===== config.mk =====
export PLATFORM = sky130hd
export DESIGN_NAME = fib_sweep_controller_flat
export DESIGN_NICKNAME = d
export VERILOG_FILES = /design/src/rtl/fib_sweep_controller_if.sv /design/src/rtl/fib_sweep_controller.sv /design/src/flat_wrapper.sv
export SDC_FILE = /design/constraint.sdc
export NUM_CORES = 1
export LEC_CHECK = 0
export ABC_AREA = 1
export CAP_MARGIN = 40
export CORE_UTILIZATION = 51
export CTS_CLUSTER_DIAMETER = 30
export DETAILED_ROUTE_END_ITERATION = 8
export PLACE_DENSITY_LB_ADDON = 0.1
export SKIP_CTS_REPAIR_TIMING = 1
export SYNTH_ARGS = -nofsm -noshare
export SYNTH_HDL_FRONTEND = slang
export SYNTH_SLANG_ARGS = --single-unit

===== constraint.sdc =====
create_clock -name clk -period 1.8 [get_ports clk]
set_input_delay 0.36 -clock clk [delete_from_list [all_inputs] [get_ports clk]]
set_output_delay 0.36 -clock clk [all_outputs]
set_load 0.03 [all_outputs]

===== src/rtl/fib_sweep_controller_if.sv =====
// -----------------------------------------------------------------------------
// fib_sweep_controller_if
//
// Purpose:
//    Bundles the handshake between the sweep controller and the Fibonacci
//    calculator under test. The controller owns reset, index and launch.
//    The calculator answers with a done level and a result word.
//
// Signals:
//    calc_reset   controller -> calculator  synchronous reset pulse
//    calc_n       controller -> calculator  index to compute
//    calc_begin   controller -> calculator  one-cycle launch strobe
//    calc_done    calculator -> controller  completion level
//    calc_result  calculator -> controller  result, valid while calc_done=1
//
// Modports:
//    master  the sweep controller side
//    slave   the calculator side
// -----------------------------------------------------------------------------
interface fib_sweep_controller_if #(
   parameter int WIDTH = 16
);
   logic             calc_reset;
   logic [4:0]       calc_n;
   logic             calc_begin;
   logic             calc_done;
   logic [WIDTH-1:0] calc_result;

   modport master (
      output calc_reset,
      output calc_n,
      output calc_begin,
      input  calc_done,
      input  calc_result
   );

   modport slave (
      input  calc_reset,
      input  calc_n,
      input  calc_begin,
      output calc_done,
      output calc_result
   );
endinterface


===== src/rtl/fib_sweep_controller.sv =====
// -----------------------------------------------------------------------------
// fib_sweep_controller
//
// Purpose:
//    Sweeps a Fibonacci calculator over a range of indices. For each index it
//    resets the calculator, launches it, and waits a bounded number of cycles
//    for completion. It then compares the returned value against an internal
//    golden Fibonacci generator. Pass/fail tallies, the first failing index
//    and the latency of the last checked index are reported.
//
// Parameters:
//    WIDTH    result width in bits; golden arithmetic wraps modulo 2^WIDTH
//    MAX_N    largest index tested; requested indices are clamped to it
//    TIMEOUT  maximum wait cycles per index (1..255)
//
// Ports:
//    clk               rising-edge clock
//    rst_n             asynchronous active-low reset
//    start             one-cycle sweep request, honoured only when idle
//    n_first, n_last   requested sweep range
//    calc              calculator handshake (master side)
//    busy              high while a sweep is in progress; low during finished
//    finished          one-cycle pulse when a sweep completes
//    pass_count        indices whose result matched
//    fail_count        indices that mismatched or timed out
//    first_fail_valid  a failure has been seen in this sweep
//    first_fail_n      index of that first failure
//    last_cycles       wait cycles of the most recently checked index
// -----------------------------------------------------------------------------
module fib_sweep_controller #(
   parameter int WIDTH   = 16,
   parameter int MAX_N   = 23,
   parameter int TIMEOUT = 255
) (
   input  logic                      clk,
   input  logic                      rst_n,
   input  logic                      start,
   input  logic [4:0]                n_first,
   input  logic [4:0]                n_last,
   fib_sweep_controller_if.master    calc,
   output logic                      busy,
   output logic                      finished,
   output logic [5:0]                pass_count,
   output logic [5:0]                fail_count,
   output logic                      first_fail_valid,
   output logic [4:0]                first_fail_n,
   output logic [7:0]                last_cycles
);

   localparam logic [4:0] MAX_N_L   = 5'(MAX_N);
   localparam logic [7:0] TIMEOUT_L = 8'(TIMEOUT);

   typedef enum logic [2:0] {
      S_IDLE,
      S_PRIME,
      S_CAL_RST,
      S_LAUNCH,
      S_WAIT,
      S_CHECK,
      S_FINISH
   } state_t;

   state_t           state_q,      state_d;
   logic [4:0]       idx_q,        idx_d;
   logic [4:0]       last_q,       last_d;
   logic [4:0]       prime_cnt_q,  prime_cnt_d;
   logic [WIDTH-1:0] a_q,          a_d;
   logic [WIDTH-1:0] b_q,          b_d;
   logic [7:0]       cnt_q,        cnt_d;
   logic [WIDTH-1:0] result_q,     result_d;
   logic             timed_out_q,  timed_out_d;
   logic [5:0]       pass_q,       pass_d;
   logic [5:0]       fail_q,       fail_d;
   logic             ffv_q,        ffv_d;
   logic [4:0]       ffn_q,        ffn_d;
   logic [7:0]       lcyc_q,       lcyc_d;
   logic             fail_now;

   function automatic logic [4:0] clamp_n(input logic [4:0] n);
      return (n > MAX_N_L) ? MAX_N_L : n;
   endfunction

   // State and datapath registers; reset leaves the golden pair at (0,1).
   always_ff @(posedge clk or negedge rst_n) begin
      if (!rst_n) begin
         state_q     <= S_IDLE;
         idx_q       <= '0;
         last_q      <= '0;
         prime_cnt_q <= '0;
         a_q         <= '0;
         b_q         <= WIDTH'(1);
         cnt_q       <= '0;
         result_q    <= '0;
         timed_out_q <= 1'b0;
         pass_q      <= '0;
         fail_q      <= '0;
         ffv_q       <= 1'b0;
         ffn_q       <= '0;
         lcyc_q      <= '0;
      end else begin
         state_q     <= state_d;
         idx_q       <= idx_d;
         last_q      <= last_d;
         prime_cnt_q <= prime_cnt_d;
         a_q         <= a_d;
         b_q         <= b_d;
         cnt_q       <= cnt_d;
         result_q    <= result_d;
         timed_out_q <= timed_out_d;
         pass_q      <= pass_d;
         fail_q      <= fail_d;
         ffv_q       <= ffv_d;
         ffn_q       <= ffn_d;
         lcyc_q      <= lcyc_d;
      end
   end

   // Next-state and datapath updates. Everything holds by default.
   // idx_q doubles as the index presented to the calculator.
   always_comb begin
      state_d     = state_q;
      idx_d       = idx_q;
      last_d      = last_q;
      prime_cnt_d = prime_cnt_q;
      a_d         = a_q;
      b_d         = b_q;
      cnt_d       = cnt_q;
      result_d    = result_q;
      timed_out_d = timed_out_q;
      pass_d      = pass_q;
      fail_d      = fail_q;
      ffv_d       = ffv_q;
      ffn_d       = ffn_q;
      lcyc_d      = lcyc_q;
      fail_now    = 1'b0;

      case (state_q)
         S_IDLE: begin
            if (start) begin
               idx_d       = clamp_n(n_first);
               last_d      = clamp_n(n_last);
               prime_cnt_d = clamp_n(n_first);
               a_d         = '0;
               b_d         = WIDTH'(1);
               pass_d      = '0;
               fail_d      = '0;
               ffv_d       = 1'b0;
               ffn_d       = '0;
               lcyc_d      = '0;
               state_d     = S_PRIME;
            end
         end

         // Step the golden pair forward until a = F(first index).
         // An inverted range is only detected after priming.
         S_PRIME: begin
            if (prime_cnt_q != 5'd0) begin
               a_d         = b_q;
               b_d         = a_q + b_q;
               prime_cnt_d = prime_cnt_q - 5'd1;
            end else if (idx_q > last_q) begin
               state_d = S_FINISH;
            end else begin
               state_d = S_CAL_RST;
            end
         end

         S_CAL_RST: begin
            state_d = S_LAUNCH;
         end

         S_LAUNCH: begin
            cnt_d   = 8'd1;
            state_d = S_WAIT;
         end

         // Completion wins over timeout when both land on the same cycle.
         // So an answer in exactly TIMEOUT cycles is still compared.
         S_WAIT: begin
            if (calc.calc_done) begin
               result_d    = calc.calc_result;
               timed_out_d = 1'b0;
               state_d     = S_CHECK;
            end else if (cnt_q >= TIMEOUT_L) begin
               timed_out_d = 1'b1;
               state_d     = S_CHECK;
            end else begin
               cnt_d = cnt_q + 8'd1;
            end
         end

         S_CHECK: begin
            fail_now = timed_out_q || (result_q != a_q);
            if (fail_now) begin
               fail_d = fail_q + 6'd1;
               if (!ffv_q) begin
                  ffv_d = 1'b1;
                  ffn_d = idx_q;
               end
            end else begin
               pass_d = pass_q + 6'd1;
            end
            lcyc_d = cnt_q;
            if (idx_q == last_q) begin
               state_d = S_FINISH;
            end else begin
               idx_d   = idx_q + 5'd1;
               a_d     = b_q;
               b_d     = a_q + b_q;
               state_d = S_CAL_RST;
            end
         end

         S_FINISH: begin
            state_d = S_IDLE;
         end

         default: begin
            state_d = S_IDLE;
         end
      endcase
   end

   assign calc.calc_reset = (state_q == S_CAL_RST);
   assign calc.calc_begin = (state_q == S_LAUNCH);
   assign calc.calc_n     = idx_q;

   assign busy     = (state_q != S_IDLE) && (state_q != S_FINISH);
   assign finished = (state_q == S_FINISH);

   assign pass_count       = pass_q;
   assign fail_count       = fail_q;
   assign first_fail_valid = ffv_q;
   assign first_fail_n     = ffn_q;
   assign last_cycles      = lcyc_q;

endmodule

===== src/flat_wrapper.sv =====
// flat-port wrapper written by rule: the top's interface ports become plain ports
module fib_sweep_controller_flat 
#(
   parameter int WIDTH   = 16,
   parameter int MAX_N   = 23,
   parameter int TIMEOUT = 255
)
  (clk, rst_n, start, n_first, n_last, busy, finished, pass_count, fail_count, first_fail_valid, first_fail_n, last_cycles, calc_calc_reset, calc_calc_n, calc_calc_begin, calc_calc_done, calc_calc_result);
  fib_sweep_controller_if #(.WIDTH(WIDTH)) calc_i ();
  input  logic clk;
  input  logic rst_n;
  input  logic start;
  input  logic [4:0] n_first;
  input  logic [4:0] n_last;
  output logic busy;
  output logic finished;
  output logic [5:0] pass_count;
  output logic [5:0] fail_count;
  output logic first_fail_valid;
  output logic [4:0] first_fail_n;
  output logic [7:0] last_cycles;
  output wire logic [$bits(calc_i.calc_reset)-1:0] calc_calc_reset;
  output wire logic [$bits(calc_i.calc_n)-1:0] calc_calc_n;
  output wire logic [$bits(calc_i.calc_begin)-1:0] calc_calc_begin;
  input wire logic [$bits(calc_i.calc_done)-1:0] calc_calc_done;
  input wire logic [$bits(calc_i.calc_result)-1:0] calc_calc_result;
  assign calc_calc_reset = calc_i.calc_reset;
  assign calc_calc_n = calc_i.calc_n;
  assign calc_calc_begin = calc_i.calc_begin;
  assign calc_i.calc_done = calc_calc_done;
  assign calc_i.calc_result = calc_calc_result;
  fib_sweep_controller #(.WIDTH(WIDTH), .MAX_N(MAX_N), .TIMEOUT(TIMEOUT)) u_core (.clk(clk), .rst_n(rst_n), .start(start), .n_first(n_first), .n_last(n_last), .calc(calc_i), .busy(busy), .finished(finished), .pass_count(pass_count), .fail_count(fail_count), .first_fail_valid(first_fail_valid), .first_fail_n(first_fail_n), .last_cycles(last_cycles));
endmodule

==> impl_metrics.csv, run 1 <==
group,metric,value,unit
die,start_util,53.4,%
synth,synthDistinctLibCells,37,
cts,path_clk_slew,0.10,ns
place,io_buffers,64,
route,route.detailed.drc,0,
global_routing,grt_pass1_wl,22400,um
power,vdd_drop_max,0.00119,V
cts,cts_tree,"done",
synth,yosysSeqAreaShare,45.1,%
synth,syn_area_per_cell,7.86,um2
synth,netlist_area,0.00561,mm2
route,drtAntennaViolNets,0,
power,power,11.7,mW
route,dr.pass1.iters,5,
timing,worst_slack,0.0170,ns
power,power_density,1600,mW/mm2
cells_and_area,final_cell_mix,"nand2_1, dfrtp_1, inv_1",
power,combPwrFrac,53.0,%
setup_path,worst_ep_arrival_time,1.42,ns
global_routing,grt_pass1_vias,4826,
synth,synth_warnings,0,
timing,period_share,99.1,%
timing,rsz0062_at_grt,"true",
die,coreArea,0.0105,mm2
cells_and_area,n_fill_cell,848,
cts,numCtsBuffers,9,
place,post-place-ws,-0.0290,ns
cells_and_area,nets,874,
cells_and_area,area_growth,30.1,%
cells_and_area,stdcell_count,958,
power,p_leak,4.08,nW
cts,clock_sinks,101,
route,dr.first_iter.drc_count,272,
power,p_clk_share,15.0,%
global_routing,overflow,0,
synth,synth_cells,714,
global_routing,grt_usage,24.6,%
cells_and_area,final_common_cell,"nand2_1",
timing,post-route-min-period,1.78,ns
setup_path,crit_fanout,5,
route,routedWlPerCell,14.3,um
timing,hold_viol,0,
worst_hold_path,hp-class,"primary input to asynchronous set/reset pin",
place,dp.cells,929,
timing,drv_slew,0,
global_routing,antenna_found_initial,0,
status,run_status,"finished clean",
cells_and_area,layout-drive-gt1-share,14.6,%
synth,synthesis.nets,771,
die,row_count,37,
route,vias,5083,
cts,clk_latency,0.37,ns
die,dieWidth,107,um
cells_and_area,diodes,0,
route,wl,13700,um
timing,finalSetupViolations,0,
setup_path,startpoint_type,"register",
cts,root_buffer,"clkbuf_8",
power,p_seq_share,32.0,%
global_routing,grt_max_degree,32,
place,gp_congestion,0.917,
setup_path,endpoint_kind,"primary output",
power,p_sw,5.08,mW
power,switching_share,43.4,%
synth,yosys_register_bits,101,
setup_path,critical_path_required,1.44,ns
place,dp_hpwl,9660,um
timing,clock-skew-final,0.00949,ns
die,top_level_ports,65,
timing,finalSetupTns,0,ns
timing,fmax,561,MHz
die,die-area,0.0114,mm2
timing,slew_headroom,68.4,%
timing,worstMarginPinSlew,0.475,ns
power,intPower,6.63,mW
setup_path,crit_type,"register to primary output",
cts,cts_max_path_buffers,2,
cts,cts.htree.levels,3,
job,cap_violations,0,
die,dieHeight,107,um
route,via_per_inst,5.31,
## final cells by class
class / instances / area (um2) / share of cell area [%]
Multi-Input combinational cell: 515 / 2920 / 39.9
Timing Repair inverter: 1 / 8.76 / 0.120
Timing Repair Buffer: 106 / 1100 / 15.0
Tap cell: 136 / 170 / 2.33
Inverter: 83 / 327 / 4.47
Sequential cell: 101 / 2540 / 34.7
Clock buffer: 10 / 138 / 1.88
Clock inverter: 6 / 109 / 1.49
## final timing paths
| kind | start | end | slack [ns] | cells after the start |
|---|---|---|---|---|
| max in group asynchronous | rst_n | u_core.calc.calc_n[1]$_DFFE_PN0P_ | 0.70 | 3 |
| min reg2reg | u_core.first_fail_n[3]$_DFFE_PN0P_ | u_core.first_fail_n[3]$_DFFE_PN0P_ | 0.48 | 2 |
| min in group clk | u_core.first_fail_n[3]$_DFFE_PN0P_ | u_core.first_fail_n[3]$_DFFE_PN0P_ | 0.48 | 2 |
| min | rst_n | u_core.b_q[12]$_DFFE_PN0P_ | 0.47 | 2 |
| max | u_core.state_q[1]$_DFFE_PN0P_ | busy | 0.02 | 5 |
| max reg2reg | u_core.state_q[0]$_DFFE_PN0P_ | u_core.a_q[8]$_DFFE_PN0P_ | 0.04 | 11 |
## per-layer routing
metal	part of all wire (%)	global-route usage [%]	vias up
met5	0	0	-
met4	1.4	5.68	0
met3	4.0	4.50	21
met2	49	40.4	118
met1	46	33.9	2433
li1	-	-	2511
## cell usage after synthesis, drive strengths merged
cell    number  area (um2)
nand2      234         886
dfrtp      100        2500
inv         82         310
o21ai       58         290
nand3       49         250
nor2        45         184
ha          26         325
a21oi       24         120
xor2        20         175
o22ai       12        75.1
xnor2       12         105
buf         10        61.3
nand3b      10        75.1
nand4        6        52.6
clkbuf       5        18.8
o31ai        5        37.5
a21o         2        15.0
a31oi        2        12.5
nor3         2        10.0
o211ai       2        15.0
a21boi       1        11.3
a22oi        1        7.51
and2         1        6.26
clkinv       1        3.75
dfstp        1        26.3
fa           1        20.0
o21a         1        7.51
or2          1        8.76
## logic make-up (layout without fill, tap and decap cells)
kind of cell,after synthesis,after routing,synth area share [%]
adder cells (fa/ha/maj),27,27,6.15
AO/OA/AOI/OAI,108,108,10.5
AND/OR/NAND/NOR,348,348,26.2
flip-flops,101,101,45.1
XOR/XNOR,32,32,4.99
buffers and inverters,98,206,7.02
## worst max-delay path, cell delays in order, from the launching register on
cell	delay (ns)
dfrtp_2	0.47
nor2_1	0.13
inv_1	0.07
nor2_2	0.12
nor2_1	0.08
buf_2	0.18
## power groups by stage
stage	registers [mW]	clock network, mW	logic (mW)
finish	3.74	1.76	6.20
global route	3.84	1.88	6.92
CTS	3.66	1.78	5.45
detailed placement	3.69	0	5.41
global placement	3.67	0	5.23
floorplan	3.94	0	3.38
## flip-flops by register name (all words and copies together) (netlist names)
signal / flops
u_core.last_q: 5
u_core.calc.calc_n: 5
u_core.first_fail_n: 5
u_core.pass_count: 6
u_core.result_q: 16
u_core.last_cycles: 8
u_core.timed_out_q: 1
u_core.b_q: 16
u_core.cnt_q: 8
u_core.first_fail_valid: 1
u_core.fail_count: 6
u_core.a_q: 16
u_core.state_q: 3
u_core.prime_cnt_q: 5
## per-stage QoR
stage,area (um2),utilization [%],hold WS (ns)
2_1_floorplan,5620,-,0.0644
3_5_place_dp,6620,63.0,0.347
5_1_grt,7300,69.5,0.497
3_3_place_gp,6620,63.0,0.346
4_1_cts,6870,65.4,-0.0568
6_report,7300,69.5,0.472
No activity file was read; power rests on OpenSTA's default activity.
==> run 2: changes to the inputs <==
CORE_MARGIN = 5   (was default)
==> impl_metrics.csv, run 2 (synthesis gave the netlist of run 1 again) <==
group,metric,value,unit
status,run_status,"finished clean",
cells_and_area,final_cell_mix,"nand2_1, dfrtp_1, inv_1",
cells_and_area,final_common_cell,"nand2_1",
setup_path,crit_type,"register to register",
cells_and_area,diodes,0,
route,vias,4939,
cts,numCtsBuffers,9,
timing,slew_headroom,71.9,%
route,route.detailed.drc,0,
timing,post-route-min-period,1.74,ns
die,die-area,0.0132,mm2
place,io_buffers,64,
setup_path,cp_num_cells,8,
cts,cts_max_path_buffers,2,
cells_and_area,nets,868,
cts,cts.htree.levels,3,
job,cap_violations,0,
route,routedWlPerCell,14.2,um
worst_hold_path,hp-class,"primary input to asynchronous set/reset pin",
setup_path,endpoint_kind,"register",
route,via_per_inst,5.17,
setup_path,r2r_end,"u_core.a_q[5]$_DFFE_PN0P_",
cts,clock_sinks,101,
global_routing,grt_max_degree,41,
setup_path,worst_r2r_path_depth,8,
power,p_leak,4.02,nW
cells_and_area,reg.largest.list,"u_core.a_q (16), u_core.b_q (16), u_core.result_q (16)",
timing,clock-skew-final,0.00762,ns
place,dp.cells,931,
setup_path,path_buf_inv,1,
die,start_util,52.0,%
setup_path,startpoint,"u_core.calc.calc_n[4]$_DFFE_PN0P_",
global_routing,overflow,0,
setup_path,endpoint,"u_core.a_q[5]$_DFFE_PN0P_",
timing,fmax,575,MHz
setup_path,r2r_start,"u_core.calc.calc_n[4]$_DFFE_PN0P_",
global_routing,grt_pass1_wl,22200,um
die,row_count,38,
timing,drv_slew,0,
cts,clk_latency,0.36,ns
setup_path,startpoint_type,"register",
setup_path,cpMaxStageDelayCell,"dfrtp_2",
cells_and_area,stdcell_count,956,
cells_and_area,layout-drive-gt1-share,13.1,%
global_routing,grt_usage,20.8,%
cts,path_clk_slew,0.09,ns
route,dr.first_iter.drc_count,264,
die,dieWidth,115,um
power,power_density,1550,mW/mm2
power,power,11.1,mW
setup_path,cp_cell_sequence,"ha_1, nand2_1, nor2_4, nand3_4, nand4_4, nand2_4, buf_12, o22ai_1",
global_routing,antenna_found_initial,0,
global_routing,grt_pass1_vias,4802,
die,coreArea,0.0108,mm2
timing,hold_viol,0,
power,vdd_drop_max,0.000818,V
die,dieHeight,115,um
die,top_level_ports,65,
setup_path,r2r_slack,0.06,ns
place,dp_hpwl,9980,um
setup_path,worst_ep_arrival_time,2.01,ns
cells_and_area,area_growth,27.7,%
route,wl,13500,um
setup_path,crit_family,"simple AND/OR/NAND/NOR gates",
setup_path,critical_path_required,2.07,ns
setup_path,crit_fanout,18,
place,gp_congestion,0.872,
route,drtAntennaViolNets,0,
route,dr.pass1.iters,5,
timing,worstMarginPinSlew,0.421,ns
timing,period_share,96.6,%
cts,cts_tree,"done",
setup_path,cp_slowest_stage_delay,0.42,ns
cts,root_buffer,"clkbuf_8",
timing,finalSetupViolations,0,
[run 2: changes by cell type in the layout (fill, tap and decap cells not counted), moves of 2 or more]
cell and change:
buf_12 -2, buf_4 -5, buf_6 +3, clkbuf_1 +2, ha_1 +3, ha_4 -4
nand2_4 +2, nor2_1 +2, nor2_2 -3
[run 2: layer usage]
layer	global-route usage, %	vias up	share of wire [%]
met5	0	-	0
met3	4.53	8	4.4
met2	34.6	96	49
met4	4.30	0	0.72
li1	-	2498	-
met1	28.1	2337	46
[run 2: worst min-delay path by stage]
stage / endpoint / slack (ns)
2_1_floorplan: u_core.a_q[0]$_DFFE_PN0P_ / 0.06
3_3_place_gp: u_core.a_q[11]$_DFFE_PN0P_ / 0.32
3_5_place_dp: u_core.a_q[11]$_DFFE_PN0P_ / 0.32
4_1_cts: u_core.a_q[11]$_DFFE_PN0P_ / -0.08
5_1_grt: u_core.a_q[13]$_DFFE_PN0P_ / 0.48
6_report: u_core.a_q[13]$_DFFE_PN0P_ / 0.47
[run 2: area by class of cell]
cell class                 count  area, um2
clock buffer                  12        145
sequential                   101       2540
tap                          140        175
inverter                      83        323
timing repair buffer         101       1050
multi-input combinational    515       2870
fill                         884       3620
clock inverter                 4       73.8
[run 2: through the flow]
step	utilization (%)	hold slack, ns	TNS, ns	setup WS, ns	area (um2)
2_1_floorplan	-	0.0644	0	0.0241	5620
3_3_place_gp	61.2	0.325	0	0.0604	6610
3_5_place_dp	61.2	0.324	0	0.0264	6610
4_1_cts	63.3	-0.0767	-1.80	-0.329	6830
5_1_grt	66.4	0.482	-0.0371	-0.0147	7170
6_report	66.4	0.470	0	0.0611	7170
[run 2: report_power, final]
group	switching [mW]	internal (mW)
combinational	3.45	2.37
sequential	0.625	3.08
clock	0.771	0.824
total	4.84	6.27
==> run 3: changes to the inputs <==
CAP_MARGIN = default   (was 40)
CORE_UTILIZATION = 40   (was 51)
clock period = 1.4 ns   (was 1.8 ns; I/O delays follow)
==> impl_metrics.csv, run 3 (synthesis gave the netlist of run 1 again) <==
group,metric,value,unit
cts,cts_max_path_buffers,2,
global_routing,antenna_found_initial,0,
timing,worst_slack,-0.352,ns
cells_and_area,nets,981,
die,dieHeight,128,um
die,dieWidth,128,um
setup_path,startpoint,"u_core.state_q[2]$_DFFE_PN0P_",
timing,post-route-min-period,1.75,ns
cts,root_buffer,"clkbuf_16",
timing,slew_headroom,75.2,%
cells_and_area,final_cell_mix,"nand2_1, buf_4, dfrtp_1",
cts,cts_tree,"done",
route,vias,5617,
setup_path,endpoint,"calc_calc_begin",
global_routing,grt_usage,18.2,%
timing,drv_slew,0,
timing,period_share,125,%
power,power_density,2150,mW/mm2
route,routedWlPerCell,16.1,um
route,route.detailed.drc,0,
setup_path,r2r_end,"u_core.b_q[10]$_DFFE_PN0P_",
cts,clock_sinks,101,
die,row_count,43,
timing,hold_viol,0,
die,start_util,40.6,%
setup_path,crit_path_frequent_cell,"buf_6",
setup_path,crit_family,"buffers and inverters",
cells_and_area,reg.largest.list,"u_core.a_q (16), u_core.b_q (16), u_core.result_q (16)",
route,dr.pass1.iters,4,
setup_path,path_buf_inv,5,
cells_and_area,final_common_cell,"nand2_1",
cells_and_area,layout-drive-gt1-share,45.7,%
route,drtAntennaViolNets,0,
setup_path,crit_type,"register to primary output",
timing,rsz0062_at_grt,"true",
cts,clk_latency,0.36,ns
status,run_status,"complete, but fails checks",
timing,clock-skew-final,0.00986,ns
timing,fmax,571,MHz
setup_path,cp_cell_sequence,"inv_2, buf_6, nand3_2, buf_6, inv_2, buf_6",
cells_and_area,n_fill_cell,1051,
job,cap_violations,0,
cells_and_area,final_area,0.00955,mm2
setup_path,worst_ep_arrival_time,1.47,ns
timing,finalSetupViolations,103,
route,wl,17800,um
worst_hold_path,hp-class,"primary input to asynchronous set/reset pin",
power,p_leak,4.82,nW
cts,cts.htree.levels,3,
setup_path,r2r_start,"u_core.state_q[1]$_DFFE_PN0P_",
setup_path,endpoint_kind,"primary output",
die,top_level_ports,65,
place,gp_congestion,0.861,
place,placed_area,0.00734,mm2
place,dp_hpwl,10900,um
cells_and_area,area_growth,70.2,%
die,coreArea,0.0138,mm2
power,vdd_drop_max,0.000975,V
route,via_per_inst,5.06,
setup_path,startpoint_type,"register",
setup_path,cp_num_cells,6,
setup_path,r2r_slack,-0.34,ns
timing,worstMarginPinSlew,0.372,ns
setup_path,cp_slowest_stage_delay,0.45,ns
cts,path_clk_slew,0.08,ns
setup_path,crit_fanout,4,
status,violations,"setup timing",
cts,numCtsBuffers,9,
place,io_buffers,64,
global_routing,grt_max_degree,35,
place,post-place-ws,-0.342,ns
cells_and_area,diodes,0,
setup_path,cpMaxStageDelayCell,"dfrtp_2",
global_routing,grt_pass1_vias,5099,
power,power,20.5,mW
global_routing,overflow,0,
setup_path,worst_r2r_path_depth,10,
setup_path,critical_path_required,1.12,ns
route,dr.first_iter.drc_count,315,
die,die-area,0.0165,mm2
global_routing,grt_pass1_wl,24400,um
run 3: worst register-to-register path: stages, from the launching register on:
cell and delay, ns:
dfrtp_2 0.44, buf_6 0.14, nor2_4 0.10, nand2_2 0.08, or2_4 0.26, nand4_4 0.19, nand2_8 0.12, buf_12 0.15
clkinv_8 0.07, nand2_1 0.05, o21ai_1 0.07
run 3: power by group:
part / switching [mW] / total [mW] / internal (mW) / leakage, nW
Clock: 1.23 / 2.46 / 1.23 / 0.133
Sequential: 0.915 / 4.89 / 3.97 / 1.30
Combinational: 6.76 / 13.2 / 6.43 / 3.38
Total: 8.90 / 20.5 / 11.6 / 4.82
run 3: layout make-up:
class | instances | area [um2] | share of cell area [%]
Tap cell | 180 | 225 | 2.36
Sequential cell | 101 | 2540 | 26.6
Multi-Input combinational cell | 515 | 3860 | 40.4
Timing Repair Buffer | 212 | 2220 | 23.3
Inverter | 83 | 388 | 4.06
Timing Repair inverter | 2 | 32.5 | 0.341
Clock inverter | 7 | 55.1 | 0.576
Clock buffer | 9 | 225 | 2.36
run 3: metal layers:
layer | vias up | wire length, um | GRT usage (%)
met2 | 121 | 8820 | 29.5
met5 | - | 0 | 0
met4 | 0 | 299 | 4.31
met1 | 2734 | 7820 | 24.6
li1 | 2739 | - | -
met3 | 23 | 864 | 4.65
run 3: worst min-delay path by stage:
| stage | endpoint | cells past startpoint | startpoint | slack (ns) |
|---|---|---|---|---|
| global placement | u_core.result_q[10]$_DFFE_PN0P_ | 1 | rst_n | 0.22 |
| floorplan | u_core.a_q[0]$_DFFE_PN0P_ | 0 | rst_n | -0.02 |
| global route | u_core.result_q[10]$_DFFE_PN0P_ | 2 | rst_n | 0.42 |
| finish | u_core.result_q[10]$_DFFE_PN0P_ | 2 | rst_n | 0.38 |
| CTS | u_core.result_q[10]$_DFFE_PN0P_ | 1 | rst_n | -0.16 |
| detailed placement | u_core.result_q[10]$_DFFE_PN0P_ | 1 | rst_n | 0.23 |
run 3: metrics by stage:
stage | cells | setup TNS [ns] | util [%] | hold slack (ns)
finish | 1109 | -18.75 | 69.1 | 0.376
global placement | 1047 | -15.48 | 53.1 | 0.217
global route | 1109 | -25.84 | 69.1 | 0.424
detailed placement | 1047 | -17.10 | 53.1 | 0.230
CTS | 1063 | -24.35 | 55.1 | -0.163
floorplan | 714 | -9.26 | - | -0.0156
